File: src/rtl/ram_burst_ctrl_pkg.sv
// Shared constants and types for the RAM burst controller slice.
package ram_ctrl_pkg;

  localparam int RAM_AW     = 4;
  localparam int RAM_DW     = 8;
  localparam int RAM_DEPTH  = 16;
  localparam int SKID_DEPTH = 2;

  typedef enum logic [1:0] {
    IDLE,
    WR,
    RD,
    RD_DRAIN
  } state_t;

endpackage

File: src/rtl/ram_burst_ctrl_if.sv
// Command, write-data, read-data and RAM pin bundle of the burst controller.
interface ram_burst_ctrl_if
  import ram_ctrl_pkg::*;
#(
  parameter int AW = RAM_AW,
  parameter int DW = RAM_DW
) ();

  logic          cmd_valid;
  logic          cmd_ready;
  logic          cmd_wr;
  logic [AW-1:0] cmd_addr;
  logic [AW-1:0] cmd_len;
  logic          wd_valid;
  logic          wd_ready;
  logic [DW-1:0] wd_data;
  logic          rd_valid;
  logic          rd_ready;
  logic [DW-1:0] rd_data;
  logic          ram_wr;
  logic          ram_rd;
  logic [AW-1:0] ram_add;
  logic [DW-1:0] ram_din;
  logic [DW-1:0] ram_dout;
  logic          busy;
  logic          done;
  logic          err;

  modport slave (
    input  cmd_valid, cmd_wr, cmd_addr, cmd_len, wd_valid, wd_data, rd_ready, ram_dout,
    output cmd_ready, wd_ready, rd_valid, rd_data, ram_wr, ram_rd, ram_add, ram_din,
           busy, done, err
  );

  modport master (
    output cmd_valid, cmd_wr, cmd_addr, cmd_len, wd_valid, wd_data, rd_ready, ram_dout,
    input  cmd_ready, wd_ready, rd_valid, rd_data, ram_wr, ram_rd, ram_add, ram_din,
           busy, done, err
  );

endinterface

File: src/rtl/ram_rd_skid.sv
// Two-entry read-data skid buffer; registered head, push/pop in the same cycle allowed.
module ram_rd_skid
  import ram_ctrl_pkg::*;
#(
  parameter int DW = RAM_DW
) (
  input  logic          clk,
  input  logic          clr,
  input  logic          push,
  input  logic [DW-1:0] push_dat,
  input  logic          pop,
  output logic          vld,
  output logic [DW-1:0] head_dat,
  output logic [1:0]    occ
);

  logic [DW-1:0] mem [SKID_DEPTH];
  logic          wp;
  logic          rp;
  logic          do_pop;

  assign do_pop   = pop && (occ != 2'd0);
  assign vld      = (occ != 2'd0);
  assign head_dat = mem[rp];

  always_ff @(posedge clk) begin
    if (clr) begin
      wp  <= 1'b0;
      rp  <= 1'b0;
      occ <= 2'd0;
      for (int i = 0; i < SKID_DEPTH; i++) mem[i] <= '0;
    end else begin
      if (push) begin
        mem[wp] <= push_dat;
        wp      <= ~wp;
      end
      if (do_pop) rp <= ~rp;
      if (push && !do_pop)      occ <= occ + 2'd1;
      else if (!push && do_pop) occ <= occ - 2'd1;
    end
  end

endmodule

File: src/rtl/ram_burst_ctrl.sv
// Burst controller for the 16x8 sync RAM: first read beat 3 cycles after command, 1 beat/cycle; stalls on
// wd_valid/rd_ready low. RAM_BURST_CTRL_BOUNDARY_ERR_EN rejects bursts crossing address 15 with an err pulse.
module ram_burst_ctrl
  import ram_ctrl_pkg::*;
#(
  parameter int AW = RAM_AW,
  parameter int DW = RAM_DW
) (
  input  logic            clk,
  input  logic            rst,
  ram_burst_ctrl_if.slave bus
);

  localparam logic [AW:0]   REM_ONE = (AW+1)'(1);
  localparam logic [AW-1:0] PTR_ONE = AW'(1);

  state_t        state;
  state_t        state_nxt;
  logic [AW-1:0] ptr;
  logic [AW:0]   rem;
  logic          inflight;
  logic          done_r;
  logic          err_r;
  logic [1:0]    occ;
  logic          skid_vld;
  logic [DW-1:0] skid_dat;
  logic          pop;
  logic          issue;
  logic          wd_hs;
  logic          last;
  logic          bad_cmd;
  logic          drain_done;

  assign pop   = skid_vld & bus.rd_ready;
  assign last  = (rem == REM_ONE);
  assign wd_hs = (state == WR) && bus.wd_valid;
  // Reads are issued only if the skid can still take the beat once it returns.
  assign issue = (state == RD) &&
                 (({1'b0, occ} + {2'b00, inflight}) < (3'(SKID_DEPTH) + {2'b00, pop}));
  assign drain_done = (state == RD_DRAIN) && !inflight &&
                      ((occ == 2'd0) || ((occ == 2'd1) && pop));

`ifdef RAM_BURST_CTRL_BOUNDARY_ERR_EN
  assign bad_cmd = ({1'b0, bus.cmd_addr} + {1'b0, bus.cmd_len}) > (AW+1)'(RAM_DEPTH - 1);
`else
  assign bad_cmd = 1'b0;
`endif

  always_ff @(posedge clk) begin
    if (rst) state <= IDLE;
    else     state <= state_nxt;
  end

  always_comb begin
    state_nxt = state;
    case (state)
      IDLE:     if (bus.cmd_valid && !bad_cmd) state_nxt = bus.cmd_wr ? WR : RD;
      WR:       if (wd_hs && last) state_nxt = IDLE;
      RD:       if (issue && last) state_nxt = RD_DRAIN;
      RD_DRAIN: if (drain_done) state_nxt = IDLE;
      default:  state_nxt = IDLE;
    endcase
  end

  always_ff @(posedge clk) begin
    if (rst) begin
      ptr      <= '0;
      rem      <= '0;
      inflight <= 1'b0;
      done_r   <= 1'b0;
      err_r    <= 1'b0;
    end else begin
      inflight <= issue;
      done_r   <= (wd_hs && last) || drain_done;
      err_r    <= (state == IDLE) && bus.cmd_valid && bad_cmd;
      if ((state == IDLE) && bus.cmd_valid) begin
        ptr <= bus.cmd_addr;
        rem <= {1'b0, bus.cmd_len} + REM_ONE;
      end else if (wd_hs || issue) begin
        ptr <= ptr + PTR_ONE;
        rem <= rem - REM_ONE;
      end
    end
  end

  always_comb begin
    bus.cmd_ready = 1'b0;
    bus.wd_ready  = 1'b0;
    bus.ram_wr    = 1'b0;
    bus.ram_rd    = 1'b0;
    bus.ram_add   = '0;
    bus.ram_din   = '0;
    bus.busy      = 1'b0;
    bus.done      = 1'b0;
    bus.err       = 1'b0;
    if (!rst) begin
      bus.ram_add = ptr;
      bus.ram_din = bus.wd_data;
      bus.busy    = (state != IDLE);
      bus.done    = done_r;
      bus.err     = err_r;
      case (state)
        IDLE: bus.cmd_ready = 1'b1;
        WR: begin
          bus.wd_ready = 1'b1;
          bus.ram_wr   = bus.wd_valid;
        end
        RD:      bus.ram_rd = issue;
        default: ;
      endcase
    end
  end

  assign bus.rd_valid = skid_vld;
  assign bus.rd_data  = skid_dat;

  ram_rd_skid #(.DW(DW)) u_skid (
    .clk      (clk),
    .clr      (rst),
    .push     (inflight),
    .push_dat (bus.ram_dout),
    .pop      (pop),
    .vld      (skid_vld),
    .head_dat (skid_dat),
    .occ      (occ)
  );

endmodule
File: src/flat_wrapper.sv
// flat-port wrapper written by rule: the top's interface ports become plain ports
module ram_burst_ctrl_flat import ram_ctrl_pkg::*;
#(
  parameter int AW = RAM_AW,
  parameter int DW = RAM_DW
)
  (clk, rst, bus_cmd_valid, bus_cmd_wr, bus_cmd_addr, bus_cmd_len, bus_wd_valid, bus_wd_data, bus_rd_ready, bus_ram_dout, bus_cmd_ready, bus_wd_ready, bus_rd_valid, bus_rd_data, bus_ram_wr, bus_ram_rd, bus_ram_add, bus_ram_din, bus_busy, bus_done, bus_err);
  ram_burst_ctrl_if #(.AW(AW), .DW(DW)) bus_i ();
  input  logic clk;
  input  logic rst;
  input wire logic [$bits(bus_i.cmd_valid)-1:0] bus_cmd_valid;
  input wire logic [$bits(bus_i.cmd_wr)-1:0] bus_cmd_wr;
  input wire logic [$bits(bus_i.cmd_addr)-1:0] bus_cmd_addr;
  input wire logic [$bits(bus_i.cmd_len)-1:0] bus_cmd_len;
  input wire logic [$bits(bus_i.wd_valid)-1:0] bus_wd_valid;
  input wire logic [$bits(bus_i.wd_data)-1:0] bus_wd_data;
  input wire logic [$bits(bus_i.rd_ready)-1:0] bus_rd_ready;
  input wire logic [$bits(bus_i.ram_dout)-1:0] bus_ram_dout;
  output wire logic [$bits(bus_i.cmd_ready)-1:0] bus_cmd_ready;
  output wire logic [$bits(bus_i.wd_ready)-1:0] bus_wd_ready;
  output wire logic [$bits(bus_i.rd_valid)-1:0] bus_rd_valid;
  output wire logic [$bits(bus_i.rd_data)-1:0] bus_rd_data;
  output wire logic [$bits(bus_i.ram_wr)-1:0] bus_ram_wr;
  output wire logic [$bits(bus_i.ram_rd)-1:0] bus_ram_rd;
  output wire logic [$bits(bus_i.ram_add)-1:0] bus_ram_add;
  output wire logic [$bits(bus_i.ram_din)-1:0] bus_ram_din;
  output wire logic [$bits(bus_i.busy)-1:0] bus_busy;
  output wire logic [$bits(bus_i.done)-1:0] bus_done;
  output wire logic [$bits(bus_i.err)-1:0] bus_err;
  assign bus_i.cmd_valid = bus_cmd_valid;
  assign bus_i.cmd_wr = bus_cmd_wr;
  assign bus_i.cmd_addr = bus_cmd_addr;
  assign bus_i.cmd_len = bus_cmd_len;
  assign bus_i.wd_valid = bus_wd_valid;
  assign bus_i.wd_data = bus_wd_data;
  assign bus_i.rd_ready = bus_rd_ready;
  assign bus_i.ram_dout = bus_ram_dout;
  assign bus_cmd_ready = bus_i.cmd_ready;
  assign bus_wd_ready = bus_i.wd_ready;
  assign bus_rd_valid = bus_i.rd_valid;
  assign bus_rd_data = bus_i.rd_data;
  assign bus_ram_wr = bus_i.ram_wr;
  assign bus_ram_rd = bus_i.ram_rd;
  assign bus_ram_add = bus_i.ram_add;
  assign bus_ram_din = bus_i.ram_din;
  assign bus_busy = bus_i.busy;
  assign bus_done = bus_i.done;
  assign bus_err = bus_i.err;
  ram_burst_ctrl #(.AW(AW), .DW(DW)) u_core (.clk(clk), .rst(rst), .bus(bus_i));
endmodule
File: config.mk
export PLATFORM = sky130hd
export DESIGN_NAME = ram_burst_ctrl_flat
export DESIGN_NICKNAME = d
export VERILOG_FILES = /design/src/rtl/ram_burst_ctrl_pkg.sv /design/src/rtl/ram_burst_ctrl_if.sv /design/src/rtl/ram_rd_skid.sv /design/src/rtl/ram_burst_ctrl.sv /design/src/flat_wrapper.sv
export SDC_FILE = /design/constraint.sdc
export NUM_CORES = 1
export LEC_CHECK = 0
export CORE_ASPECT_RATIO = 0.6
export CORE_MARGIN = 8
export CORE_UTILIZATION = 40
export DETAILED_ROUTE_END_ITERATION = 10
export GPL_ROUTABILITY_DRIVEN = 0
export HOLD_SLACK_MARGIN = 0.15
export PLACE_DENSITY = 0.72
export RECOVER_POWER = 50
export SLEW_MARGIN = 10
export SYNTH_ARGS = -nofsm -noshare
export SYNTH_HDL_FRONTEND = slang
export SYNTH_HIERARCHICAL = 1
export SYNTH_SLANG_ARGS = --single-unit
export TNS_END_PERCENT = 5
File: constraint.sdc
create_clock -name clk -period 2 [get_ports clk]
set_clock_uncertainty 0.15 [all_clocks]
set_input_delay 0.3 -clock clk [delete_from_list [all_inputs] [get_ports clk]]
set_output_delay 0.3 -clock clk [all_outputs]
set_load 0.03 [all_outputs]
==> metrics list <==
* Unrepaired setup endpoints after global routing: true
- The flow ran to the end, but the final reports show violations.
* End-of-flow core utilization: 0.612
- For this run, the leading register cell type out of synthesis is dfxtp_1.
* Critical Path, Cell by Cell: ha_4 > nand3b_4 > a2111oi_4 > buf_4 > o21ai_4 > o31a_1 > o31a_1
- The setup check on the worst reg-to-reg path leaves a slack of -0.11 ns.
- STA classifies the critical path endpoint as a flop.
* Yosys top cell by area: edfxtp_1
- The tree built by TritonCTS fans out to 34 sinks.
- Among all stages on the critical path, the largest delay is contributed by a2111oi_4.
* Sequential-to-total area share from yosys stat: 0.454
* Total of hold buffers inserted after clock tree synthesis: 0
* Die Span X: 104 um
- Total power draw: 1.84 mW
- Wirelength per Cell: 14.3 um
- Multiplexer share of the synthesized area: 0.0487
- Hold timing on the final database bottoms out at a slack of 0.333 ns.
- Data on the critical path arrives at its endpoint at 2.13 ns.
- Count of endpoints failing hold in the final timing report: 0
- The initial utilization of the core area, before any placement, comes to 0.410.
- IR analysis of the VDD net gives a maximum drop of 0.361 mV.
- Hold/Removal Path Class: flop to flop
- Post-route ant nets: 0
- The area growth from synthesis to layout is 49.3%.
* Clock transition at the registers of the reported paths: 0.07 ns
- Slew of the pin with the lowest slew margin: 0.525 ns
* R2r startpoint: u_core/inflight
* ANT cells: 0
- Of the total synthesized cell area, the portion taken by AND, OR, NAND and NOR gates is 0.252.
- CTS built an H-tree with a depth of 2.
- Based on the critical path, the design can be clocked at up to 475 MHz.
- Of all flip-flops after synthesis, the portion carrying an async set or reset was 0.
* Post-route DRC: 0
- Cell Area, Synth: 1850 um2
- Final net count: 302
- Leakage: 1.11 nW
- The final layout contains routed wiring with a total length of 4700 um.
* Gate Count Post-Synth: 190
- Of the available clock period, the critical path in the final layout requires 1.05.
- Final count of pins violating max slew: 0
* XOR/XNOR share of the synthesized area: 0.0379
* Cts bufs inserted: 5
- After the first detailed-routing iteration, the DRC count stood at 38.
* CTS tree: yes
- The worst register-to-register path ends at u_core/rem[4].
- Overall via count from detail_route: 1557
- For this run, the number of Yosys warnings is 6.
* Top-area cell type share of the netlist area: 0.260
- Relative slew slack: 0.645
- The worst setup path is of the flop to flop kind.
- Setup violations remaining at the end of the flow were counted as 2.
- Count of flip-flops with a built-in enable after synthesis: 16
- Dividing the detail-routed via count by the number of cells gives 4.73.
* Vert. Die Dim: 68.7 um
- The worst hold path was traced through 2 stages.
- Worst R2R Path Depth: 7
- For this run, the total global-route usage over all layers was measured as 0.128.
- After synthesis, the largest family of logic cells by area is simple AND/OR/NAND/NOR gates.
- Entering global routing, the biggest net connects 27 pins.
- Fraction of final layout cells sized beyond drive strength 1: 0.289
* Post-placement worst setup slack: -0.266 ns
- # fillers: 411
- For the final routed database, the setup TNS stands at -0.112 ns.
* Synth cell types: 41
* Worst hold path startpoint: u_core/u_skid/wp
- The path with the worst hold slack has its endpoint at u_core/u_skid/wp.
* Core area: 4520 um2
- The die covers 7130 um2.
- Number of antenna violations at the first check in global routing: 0
* Crit start category: flop
- Root buf cell: clkbuf_8
- Power spread over the standard cell area amounts to 665 nW/um2.
- The clock reaches the later pin of the worst-skew pair after 0.28 ns.
- Before antenna repair, the detailed router went through 4 iterations.
- Final HPWL DP: 3430 um
- Max-cap violations in this run came to 0.
- Post-synthesis adder-cell area fraction: 0.0473
- After synthesis, the most frequently instantiated cells are nor2_1 (27), dfxtp_1 (18), edfxtp_1 (16).
- Synth area leaders: edfxtp_1 (26%), dfxtp_1 (19%), nor2_1 (5.5%), nor2b_1 (5.1%), mux2_2 (4.9%)
- Final critical-path required period: 2.11 ns
- Among cell families on the critical path, the largest total delay comes from compound AO/OA/AOI/OAI gates.
- For this run the aggregate overflow at the end of global routing stands at 0.
* First-pass GRT wire length: 7330 um
- Row generation in the floorplan step produced 19 rows.
- Violations in the final reports: negative setup slack
- Number of global-route vias before repair: 1457
- Counting both buffers and inverters, the worst setup path holds a total of 1.
* Seq cells post-synth: 34
* Compound-gate portion of the synthesized area: 0.124
- No sink is reached through more buffers than the 2 on the longest clock path.
* Critical path required time: 2.03 ns
- Crit-path max FO: 3
- During I/O placement, the number of pins put on the boundary was 58.
* CP most frequent cell: o31a_1
- Syn nets: 227
* Most used standard cell by instance count after synthesis: nor2_1
- Longest individual stage delay on the worst path: 0.36 ns
- Across all setup checks in the final design, the least slack found is -0.105 ns.
- Average size of a mapped cell: 9.74 um2
* Number of port buffers: 56
==> stage by stage <==
| stage | cell area, um2 | std cells |
|---|---|---|
| floorplan | 1860 | 190 |
| global placement | 2580 | 318 |
| detailed placement | 2580 | 318 |
| CTS | 2670 | 326 |
| global route | 2760 | 329 |
| finish | 2760 | 329 |
==> cell usage in the layout, fill, tap and decap left out, types with 2 or more instances in the layout <==
| cell type | count |
|---|---|
| dfxtp_2 | 3 |
| o21ai_0 | 2 |
| xor2_1 | 6 |
| dfxtp_1 | 15 |
| nor3_1 | 5 |
| dlygate4sd2_1 | 8 |
| clkdlybuf4s50_1 | 29 |
| nand2b_1 | 13 |
| nand2_2 | 2 |
| nor2_1 | 26 |
| nor2b_1 | 15 |
| buf_12 | 3 |
| o31a_1 | 2 |
| inv_1 | 3 |
| buf_4 | 37 |
| mux2_2 | 8 |
| nor3b_1 | 2 |
| a21oi_1 | 10 |
| nand3_1 | 4 |
| ha_1 | 5 |
| or3_1 | 2 |
| o31ai_1 | 3 |
| clkbuf_8 | 5 |
| nand2_1 | 7 |
| ha_4 | 2 |
| a211oi_2 | 2 |
| xnor2_1 | 2 |
| edfxtp_1 | 16 |
==> per-layer routing <==
metal | global-route usage | part of all wire | vias to the layer above
li1 | - | - | 813
met1 | 0.173 | 0.49 | 711
met2 | 0.191 | 0.45 | 28
met3 | 0.0464 | 0.050 | 5
met4 | 0.0340 | 0.0053 | 0
met5 | 0 | 0 | -
==> layout make-up <==
cell class / count / area (um2) / share of cell area
Clock buffer: 5 / 68.8 / 0.0249
Sequential cell: 34 / 845 / 0.306
Clock inverter: 3 / 16.3 / 0.00589
Inverter: 4 / 15.0 / 0.00543
Tap cell: 63 / 78.8 / 0.0285
Timing Repair Buffer: 78 / 709 / 0.257
Multi-Input combinational cell: 142 / 1030 / 0.373
==> worst register-to-register path, stage by stage, from the launching register on <==
cell,delay (ns)
dfxtp_2,0.34
ha_4,0.24
nand3b_4,0.18
a2111oi_4,0.36
buf_4,0.21
o21ai_4,0.07
o31a_1,0.24
o31a_1,0.23
==> state kept, by name, summed over array words and instances (netlist names), named ones only <==
name               count
u_core/done_r          1
u_core/u_skid/mem     16
u_core/state           2
u_core/rem             5
u_core/inflight        1
u_core/u_skid/occ      2
u_core/u_skid/wp       1
u_core/ptr             4
u_core/u_skid/rp       1
==> where the power goes <==
part	internal, mW	total (mW)	switching, mW
Clock	0.238	0.483	0.245
Combinational	0.261	0.532	0.271
Sequential	0.779	0.823	0.0439
Total	1.28	1.84	0.560
==> repair_timing <==
item,CTS,global route
cloned,0,0
gates resized for setup,12,18
buffers inserted,0,4
endpoints found under the setup margin,18,13
pin swaps,4,6
==> cells by family after synthesis <==
family	after synthesis
AO/OA/AOI/OAI	32
XOR/XNOR	8
adder cells (fa/ha/maj)	7
buffers and inverters	14
flip-flops	34
multiplexers	8
other	1
AND/OR/NAND/NOR	86
==> worst max-delay path by stage <==
| stage | start | end | slack [ns] | cells past startpoint |
|---|---|---|---|---|
| global route | u_core/inflight | u_core/rem[4] | -0.16 | 7 |
| CTS | u_core/inflight | bus_ram_rd | -0.09 | 6 |
| finish | u_core/inflight | u_core/rem[4] | -0.11 | 7 |
| global placement | bus_rd_ready | u_core/rem[4] | -0.27 | 6 |
| detailed placement | bus_rd_ready | u_core/rem[4] | -0.27 | 6 |
| floorplan | u_core/u_skid/occ[0] | u_core/rem[4] | -0.08 | 6 |
Note: power is estimated with default switching activity, not from simulation.
